File: config.mk
export PLATFORM = sky130hd
export DESIGN_NAME = add_sub_unit
export DESIGN_NICKNAME = d
export VERILOG_FILES = /design/src/rtl/add_sub_unit.sv
export SDC_FILE = /design/constraint.sdc
export NUM_CORES = 1
export LEC_CHECK = 0
export CORE_MARGIN = 3
export CORE_UTILIZATION = 50
export CTS_CLUSTER_DIAMETER = 100
export DETAILED_ROUTE_END_ITERATION = 12
export GPL_ROUTABILITY_DRIVEN = 0
export PLACE_DENSITY = 0.87
export SLEW_MARGIN = 5
export SYNTH_ARGS = -nofsm -noshare
export SYNTH_HDL_FRONTEND = slang
export SYNTH_SLANG_ARGS = --single-unit
File: constraint.sdc
create_clock -name clk -period 4.69 [get_ports clk]
set_clock_uncertainty 0.1 [all_clocks]
set_input_delay 0.938 -clock clk [delete_from_list [all_inputs] [get_ports clk]]
set_output_delay 0.938 -clock clk [all_outputs]
set_load 0.01 [all_outputs]
File: src/rtl/add_sub_unit.sv
// Two-stage pipelined unsigned add-then-subtract datapath with borrow/zero flags.
// Optional build macro ADDSUB_SAT_EN: clamp result to 0 on borrow instead of wrapping.
module add_sub_unit #(
  parameter int WIDTH = 4
) (
  input  logic             clk,
  input  logic             rst_n,
  input  logic             in_valid,
  input  logic [WIDTH-1:0] a,
  input  logic [WIDTH-1:0] b,
  input  logic [WIDTH-1:0] c,
  output logic [WIDTH:0]   sum,
  output logic             sum_valid,
  output logic [WIDTH:0]   result,
  output logic             borrow,
  output logic             zero,
  output logic             res_valid
);

  logic [WIDTH-1:0] c_d;
  logic [WIDTH:0]   diff;
  logic [WIDTH:0]   result_nx;
  logic             borrow_nx;
  logic             zero_nx;

  // c travels with its a/b so a later change of c cannot disturb a pending result
  always_ff @(posedge clk or negedge rst_n) begin
    if (!rst_n) begin
      sum       <= '0;
      c_d       <= '0;
      sum_valid <= 1'b0;
    end else begin
      sum_valid <= in_valid;
      if (in_valid) begin
        sum <= {1'b0, a} + {1'b0, b};
        c_d <= c;
      end
    end
  end

  always_comb begin
    diff      = sum - {1'b0, c_d};
    borrow_nx = ({1'b0, c_d} > sum);
`ifdef ADDSUB_SAT_EN
    result_nx = borrow_nx ? '0 : diff;
`else
    result_nx = diff;
`endif
    zero_nx   = (result_nx == '0);
  end

  always_ff @(posedge clk or negedge rst_n) begin
    if (!rst_n) begin
      result    <= '0;
      borrow    <= 1'b0;
      zero      <= 1'b0;
      res_valid <= 1'b0;
    end else begin
      res_valid <= sum_valid;
      if (sum_valid) begin
        result <= result_nx;
        borrow <= borrow_nx;
        zero   <= zero_nx;
      end
    end
  end

endmodule

* Word level (Yosys, flattened, before mapping)
Index checks and enable logic that the tools add are counted.
Operators by class: magnitude comparators 1, add/sub/neg operators 2, reductions and logical operators 1
Operators by type and width (count):
- adder 4 x 4 -> 5 bit | 1
- > comparator 4 x 5 -> 1 bit | 1
- zero test 5 bit | 1
- subtractor 5 x 4 -> 5 bit | 1
Word-level totals: word-level logic and storage cells 11, bits of input ports 15, flip-flop bits (word level) 18, output and inout port bits 14

* Depth between registers and ports, before layout
Gate-level depths: netlist (run 1).
depth after elaboration 2, mapped depth 8, depth with buffers taken out 7

* Least setup slack after synthesis (run 1)
OpenSTA, ideal clock, no wires.
path type input -> register, start in a[0], end reg sum[2], setup time 0.125 ns, data required time 4.465 ns, buffers on the path 0, arrival time 1.882 ns, slack 2.583 ns, cell stages on the path 5, cell sequence ha_1 > inv_1 > fa_1 > xnor2_1 > mux2_2
Between the ends: longest elaborated chain between the ends 1
Ends and longest elaborated chain:
- start: declaration | line 9 | input logic [WIDTH-1:0] a,
- adder 4 x 4 -> 5 bit | line 35 | sum <= {1'b0, a} + {1'b0, b};
- end signal: assignment | line 35
- end: declaration | line 12 | output logic [WIDTH:0] sum,
Every way passes these cells. A chain may end at the register's enable or synchronous reset.

* Final worst setup path (run 1)
start reg sum_valid, end out sum_valid
RTL lines:
- start: declaration | line 13 | output logic sum_valid,
- start signal: assignment | line 33 | sum_valid <= in_valid;
No word-level cell between the ends.

==> results of run 1 <==
## area by class of cell
cell class                 count  area, um^2  area share, %
sequential                    18         450           33.9
multi-input combinational     59         485           36.5
inverter                      12        45.0           3.39
clock buffer                   4        36.3           2.73
tap                           25        31.3           2.35
timing repair buffer          28         280           21.1
## layout by cell type (no fill, tap or decap)
master / count
mux2_4: 1
and3_1: 1
o32ai_2: 1
clkbuf_4: 3
o21ai_1: 1
fa_1: 1
a21o_1: 2
nor2b_1: 1
nand2b_1: 3
o22ai_1: 1
a21oi_1: 5
nor3_2: 1
nand3_1: 3
xor2_1: 2
clkbuf_8: 1
dfrtp_1: 18
clkdlybuf4s50_1: 28
inv_1: 12
a2111o_1: 1
xnor2_1: 4
mux2i_1: 2
and2b_1: 1
o21ai_0: 5
nor2_1: 4
ha_1: 9
mux2_2: 6
nand2_1: 4
## metrics by stage
| stage | utilization (%) | power [mW] | instances |
|---|---|---|---|
| finish | 73.0 | 0.524 | 146 |
| global route | 73.0 | 0.563 | 146 |
| CTS | 73.0 | 0.531 | 146 |
| detailed placement | 71.0 | 0.435 | 142 |
| global placement | 71.0 | 0.425 | 142 |
| floorplan | - | 0.343 | 93 |
## power breakdown
group          switching [mW]  internal (mW)  leakage (nW)
Clock                  0.0477         0.0472        0.0210
Combinational          0.0939          0.126         0.384
Sequential             0.0214          0.188         0.216
## layer usage
layer	vias up	wire, um	GRT usage [%]
li1	368	-	-
met1	350	760	19.4
met2	22	962	30.0
met3	0	97	3.50
met4	0	0	4.04
met5	-	0	0
## kinds of logic (layout without fill, tap and decap cells)
kind of cell	Yosys count	after routing	synth area share, %
fa+ha+maj	10	10	13.1
flops	18	18	44.6
compound gates	16	16	10.3
simple gates	18	18	9.28
xor+xnor	6	6	5.20
mux	9	9	10.1
buf+inv	16	44	7.43
## sequential cells by signal, summed over array words and instances, names as in the netlist
| signal | cells |
|---|---|
| borrow | 1 |
| c_d | 4 |
| res_valid | 1 |
| result | 5 |
| sum | 5 |
| sum_valid | 1 |
| zero | 1 |
## how the worst max path moves through the flow
stage                    from        end  slack [ns]
global placement         a[0]     sum[2]        2.09
floorplan                a[0]     sum[2]        2.58
global route        sum_valid  sum_valid        2.06
detailed placement       a[0]     sum[2]        2.04
CTS                 sum_valid  sum_valid        2.13
finish              sum_valid  sum_valid        2.15
==> impl_metrics.yaml, run 1 <==
global_route:
  overflow: 0
  grt_pass1_vias: 751
  grt_max_degree: 19
  track_usage_pct: 16.4
  grt_pass1_wl_um: 3250
  grt_antenna_before_repair: 0
yosys:
  synth_most_common_cell: "dfrtp_1"
  synth_top_area_cell: "dfrtp_1"
  syn_area_mm2: 0.00101
  syn_area_per_cell_um2: 10.9
  async_flop_share_pct: 100
  synth_warnings: 0
  synth_nets: 118
  ys_types: 26
  synth_top_area_share_pct: 44.6
  syn_inst: 93
  ys_seq_elements: 18
  synth_top_cells_by_count: "dfrtp_1 (18), inv_1 (12), ha_1 (9)"
  synth_seq_area_share_pct: 44.6
  synth_edf_count: 0
  synth_top_cells_by_area: "dfrtp_1 (45%), ha_1 (11%), mux2_2 (6.7%)"
  yosys_most_used_dff: "dfrtp_1"
outcome:
  status: "completed"
routing:
  drtIter0Drc: 12
  firstDrtPassIters: 4
  wl_per_cell_um: 12.5
  wl_um: 1820
  postRouteAntennaNets: 0
  drc: 0
  via_per_inst: 5.07
  vias: 740
worst_setup_path:
  rrSetupSlack_ns: 2.67
  reg2regPathDepth: 6
  critPathMaxFanout: 11
  rr_endpoint: "result[4]"
  cp-start-kind: "flip-flop"
  cp_top_family: "buffers and inverters"
  path_class: "flip-flop to output port"
  path_buf_inv: 1
  max_stage_delay_ns: 0.62
  worstPathRequired_ns: 3.65
  cp_slowest_cell: "clkdlybuf4s50_1"
  r2r-start: "sum[2]"
  crit_cells: 1
  critPathArrivalTime_ns: 1.51
  end_kind: "output port"
  crit_chain: "clkdlybuf4s50_1"
cts:
  cts_buffer_depth: 2
  cts_root_buffer: "clkbuf_4"
  clock_sinks: 18
  cts-resized-gates: 0
  htree_num_levels: 1
  cts_tree: "yes"
  numCtsBuffers: 3
  clk_pin_slew_ns: 0.10
  hold_buffers: 0
  post_cts_buffers: 0
  clkLatencyLatePin_ns: 0.29
floorplanning:
  core_area_mm2: 0.00182
  io-pin-count: 29
  dieArea_mm2: 0.00260
  die_height_um: 51.0
  die_w_um: 51.0
  start_util_pct: 55.5
  row_count: 15
timing:
  tightest_slew_ns: 0.790
  final_hold_viol_count: 0
  worst_slack_ns: 2.15
  fin_setup_tns_ns: 0
  fmax_mhz: 393
  max_slew_margin_pct: 47.2
  rsz0062_at_grt: "false"
  whs_ns: 0.423
  finalSetupViolCount: 0
  min_period_over_period_pct: 54.2
  period_needed_ns: 2.54
  slew_violations: 0
place:
  placed_cell_area_mm2: 0.00129
  dp_hpwl_um: 1460
  io_buffers: 28
  post-place-ws_ns: 2.04
worst_hold_path:
  hold_depth: 1
  hp-start: "result[3]"
  hold_path_class: "flip-flop to flip-flop"
  min_to: "result[3]"
power:
  powerDensity_mw_per_mm2: 395
  vdd.ir_drop.worst_mv: 0.236
  power.leakage_nw: 0.620
final_layout:
  antenna_cells: 0
  final_area_mm2: 0.00133
  num-fill-cells: 152
  nets: 147
  area_growth_pct: 31.4
  drive_gt1_share_pct: 10.7
flow_run:
  cap_violations: 0
Note: power is estimated with default switching activity, not from simulation.
==> inputs of run 2 (changes only) <==
- CORE_UTILIZATION: 50 -> 46
- PLACE_DENSITY: 0.87 -> 0.82
- clock period: 4.69 -> 2.46 ns (I/O delays scaled with it)
==> impl_metrics.yaml, run 2 (same netlist as run 1, synthesis figures left out) <==
cts:
  htree_num_levels: 1
  hold_buffers: 0
  cts-resized-gates: 0
  clkLatencyLatePin_ns: 0.29
  cts_buffer_depth: 2
  clk_pin_slew_ns: 0.10
  clock_sinks: 18
  cts_tree: "yes"
  numCtsBuffers: 3
  post_cts_buffers: 0
  cts_root_buffer: "clkbuf_4"
global_route:
  grt_antenna_before_repair: 0
  overflow: 0
  grt_pass1_vias: 759
  track_usage_pct: 15.5
  grt_max_degree: 19
  grt_pass1_wl_um: 3080
worst_setup_path:
  rrSetupSlack_ns: 0.49
  cp-start-kind: "flip-flop"
  end_kind: "flip-flop"
  critPathArrivalTime_ns: 2.05
  reg2regPathDepth: 6
  r2r-start: "sum[1]"
  worstPathRequired_ns: 2.54
  path_class: "flip-flop to flip-flop"
  rr_endpoint: "result[4]"
  critPathMaxFanout: 3
routing:
  wl_um: 1820
  firstDrtPassIters: 1
  wl_per_cell_um: 12.2
  via_per_inst: 5.00
  drtIter0Drc: 0
  drc: 0
  vias: 745
  postRouteAntennaNets: 0
floorplanning:
  die_height_um: 52.9
  row_count: 16
  start_util_pct: 50.0
  core_area_mm2: 0.00202
  die_w_um: 52.9
  dieArea_mm2: 0.00280
  io-pin-count: 29
power:
  vdd.ir_drop.worst_mv: 0.357
  p_clk_share_pct: 14.7
  powerDensity_mw_per_mm2: 719
  comb_power_share_pct: 44.1
  power.leakage_nw: 0.623
  switching_share_pct: 31.3
  p_sw_uw: 300
  seqPwrFrac_pct: 41.3
  p_int_uw: 658
timing:
  finalSetupViolCount: 0
  fin_setup_tns_ns: 0
  min_period_over_period_pct: 80.1
  final_hold_viol_count: 0
  rsz0062_at_grt: "false"
  period_needed_ns: 1.97
  fmax_mhz: 507
  tightest_slew_ns: 0.510
  max_slew_margin_pct: 65.9
  slew_violations: 0
  whs_ns: 0.415
final_layout:
  finish.utilization_pct: 65.9
  final_area_mm2: 0.00133
  final_common_cell: "clkdlybuf4s50_1"
  drive_gt1_share_pct: 11.5
  area_growth_pct: 31.8
  nets: 149
  antenna_cells: 0
  reg_top3: "result: 5 flops, sum: 5 flops, c_d: 4 flops"
  final_cell_mix: "clkdlybuf4s50_1 (28), dfrtp_1 (18), inv_1 (12)"
place:
  placed_cell_area_mm2: 0.00131
  dp_hpwl_um: 1510
  io_buffers: 28
flow_run:
  cap_violations: 0
worst_hold_path:
  min_to: "result[3]"
  hp-start: "result[3]"
  hold_path_class: "flip-flop to flip-flop"
  hold_depth: 1
outcome:
  status: "completed"
## run 2: changes by cell type in the layout (fill, tap and decap cells not counted)
cell / before / now
buf_4: 0 / 2
clkbuf_8: 1 / 0
## run 2: worst max-delay path by stage
stage	start	endpoint	slack [ns]	cells after the start
after floorplan	sum[1]	result[4]	0.58	6
after global placement	a[0]	sum[2]	0.30	6
after detailed placement	a[0]	sum[2]	0.24	6
after CTS	sum[1]	result[4]	0.49	6
after global routing	sum[2]	result[4]	0.41	6
final	sum[1]	result[4]	0.49	6
## run 2: area by class of cell
class	count	area, um^2
Tap cell	27	33.8
Sequential cell	18	450
Clock buffer	3	22.5
Inverter	12	45.0
Fill cell	179	689
Multi-Input combinational cell	59	485
Timing Repair Buffer	30	295
## run 2: routing by layer
| metal | part of all wire (%) | vias up | global-route usage [%] | wire (um) |
|---|---|---|---|---|
| li1 | - | 367 | - | - |
| met1 | 38 | 350 | 15.6 | 691 |
| met2 | 54 | 23 | 30.0 | 990 |
| met3 | 5.2 | 5 | 2.54 | 95 |
| met4 | 2.1 | 0 | 7.66 | 39 |
| met5 | 0 | - | 0 | 0 |
## run 2: per-stage QoR
step / instances / worst slack [ns] / power (mW)
after global routing: 149 / 0.409 / 1.03
after CTS: 149 / 0.492 / 0.977
after floorplan: 93 / 0.582 / 0.653
after global placement: 146 / 0.305 / 0.813
final: 149 / 0.489 / 0.959
after detailed placement: 146 / 0.240 / 0.830
## run 2: power by group through the flow
stage,sequential [mW],combinational [mW],clock (mW)
detailed placement,0.404,0.426,0
CTS,0.398,0.428,0.151
finish,0.396,0.422,0.141
floorplan,0.426,0.227,0
global placement,0.399,0.414,0
global route,0.404,0.467,0.163
## run 2: critical path, cell delays in order (launching register included)
cell and delay (ns):
dfrtp_1 0.42, ha_1 0.34, nand2b_1 0.11, and2b_1 0.17, nor2_1 0.05, a2111o_1 0.41, mux2_4 0.27
==> inputs of run 3 (changes only) <==
- clock period: 2.46 -> 2 ns (I/O delays scaled with it)
==> impl_metrics.yaml, run 3 (same netlist as run 1, synthesis figures left out) <==
outcome:
  status: "completed"
final_layout:
  finish.utilization_pct: 67.9
  area_growth_pct: 35.9
  drive_gt1_share_pct: 14.4
  antenna_cells: 0
  nets: 151
  final_cell_mix: "clkdlybuf4s50_1 (28), dfrtp_1 (18), inv_1 (12)"
  reg_top3: "result: 5 flops, sum: 5 flops, c_d: 4 flops"
  final_common_cell: "clkdlybuf4s50_1"
worst_setup_path:
  reg2regPathDepth: 6
  end_kind: "flip-flop"
  rr_endpoint: "result[4]"
  cp_slowest_cell: "dfrtp_1"
  crit_chain: "ha_1 > o21ai_1 > a21oi_1 > nor3_2 > a2111o_1 > mux2_4"
  critPathArrivalTime_ns: 1.99
  worstPathRequired_ns: 2.09
  max_stage_delay_ns: 0.42
  cp-start-kind: "flip-flop"
  path_class: "flip-flop to flip-flop"
  critPathMaxFanout: 4
  r2r-start: "sum[2]"
  rrSetupSlack_ns: 0.09
floorplanning:
  start_util_pct: 50.0
  die_height_um: 52.9
  io-pin-count: 29
  die_w_um: 52.9
  core_area_mm2: 0.00202
  row_count: 16
  dieArea_mm2: 0.00280
global_route:
  grt_max_degree: 19
  grt_antenna_before_repair: 0
  grt_pass1_wl_um: 3250
  track_usage_pct: 16.1
  grt_pass1_vias: 782
  overflow: 0
timing:
  fmax_mhz: 525
  tightest_slew_ns: 0.399
  rsz0062_at_grt: "false"
  period_needed_ns: 1.91
  finalSetupViolCount: 0
  min_period_over_period_pct: 95.3
  slew_violations: 0
  max_slew_margin_pct: 73.3
  final_hold_viol_count: 0
  worst_slack_ns: 0.0936
place:
  io_buffers: 28
  dp_hpwl_um: 1520
  post-place-ws_ns: -0.0964
routing:
  via_per_inst: 4.95
  drc: 0
  postRouteAntennaNets: 0
  wl_um: 1870
  firstDrtPassIters: 4
  wl_per_cell_um: 12.3
  drtIter0Drc: 9
  vias: 753
cts:
  cts_tree: "yes"
  hold_buffers: 0
  clk_pin_slew_ns: 0.10
  clock_sinks: 18
  clkLatencyLatePin_ns: 0.29
  post_cts_buffers: 0
  cts_root_buffer: "clkbuf_4"
  cts-resized-gates: 0
  numCtsBuffers: 3
  cts_buffer_depth: 2
  htree_num_levels: 1
worst_hold_path:
  hold_path_class: "input port to async pin"
power:
  vdd.ir_drop.worst_mv: 0.467
  power.leakage_nw: 0.640
  powerDensity_mw_per_mm2: 911
flow_run:
  cap_violations: 0
## run 3: cell types whose count changed in the layout (fill, tap and decap cells not counted), sizes merged
| cell | delta |
|---|---|
| clkbuf | +1 |
| buf | +2 |
## run 3: layout make-up
class | instances | area (um^2)
Fill cell | 160 | 648
Multi-Input combinational cell | 59 | 498
Sequential cell | 18 | 450
Timing Repair Buffer | 32 | 310
Inverter | 12 | 45.0
Clock buffer | 4 | 36.3
Tap cell | 27 | 33.8
## run 3: worst max-delay path: cells and delay by family (launching register included)
family / cells / cell delay, ns
AOI/OAI and AO/OA: 3 / 0.58
adders and majority gates: 1 / 0.36
DFF: 1 / 0.42
and+or+nand+nor: 1 / 0.06
muxes: 1 / 0.27
## run 3: worst max path at each step
stage | from | end | slack [ns] | depth (start not counted)
after floorplan | sum[1] | result[4] | 0.12 | 6
after global placement | a[0] | sum[2] | -0.06 | 6
after detailed placement | a[0] | sum[2] | -0.1 | 6
after CTS | sum[1] | result[4] | 0.04 | 6
after global routing | sum[0] | result[4] | 0.02 | 7
final | sum[2] | result[4] | 0.09 | 6
## run 3: per-layer routing
layer | GRT usage (%) | vias to the layer above | share of wire (%) | wire length (um)
li1 | - | 370 | - | -
met1 | 18.0 | 353 | 40 | 751
met5 | 0 | - | 0 | 0
met4 | 6.38 | 0 | 1.9 | 35
met3 | 3.38 | 5 | 5.2 | 98
met2 | 29.3 | 25 | 53 | 988
## run 3: stage by stage
step	setup TNS, ns	power [mW]	std cells	hold WS (ns)	cell area [um^2]
detailed placement	-0.238	1.03	148	0.400	1330
finish	0	1.25	152	0.324	1370
global placement	-0.0918	1.01	148	0.389	1330
CTS	0	1.26	152	0.327	1360
floorplan	0	0.803	93	0.00441	1010
global route	0	1.34	152	0.329	1370
## run 3: power breakdown
| group | internal, mW | total, mW | switching (mW) |
|---|---|---|---|
| sequential | 0.441 | 0.489 | 0.0479 |
| combinational | 0.313 | 0.539 | 0.226 |
| clock | 0.111 | 0.224 | 0.113 |
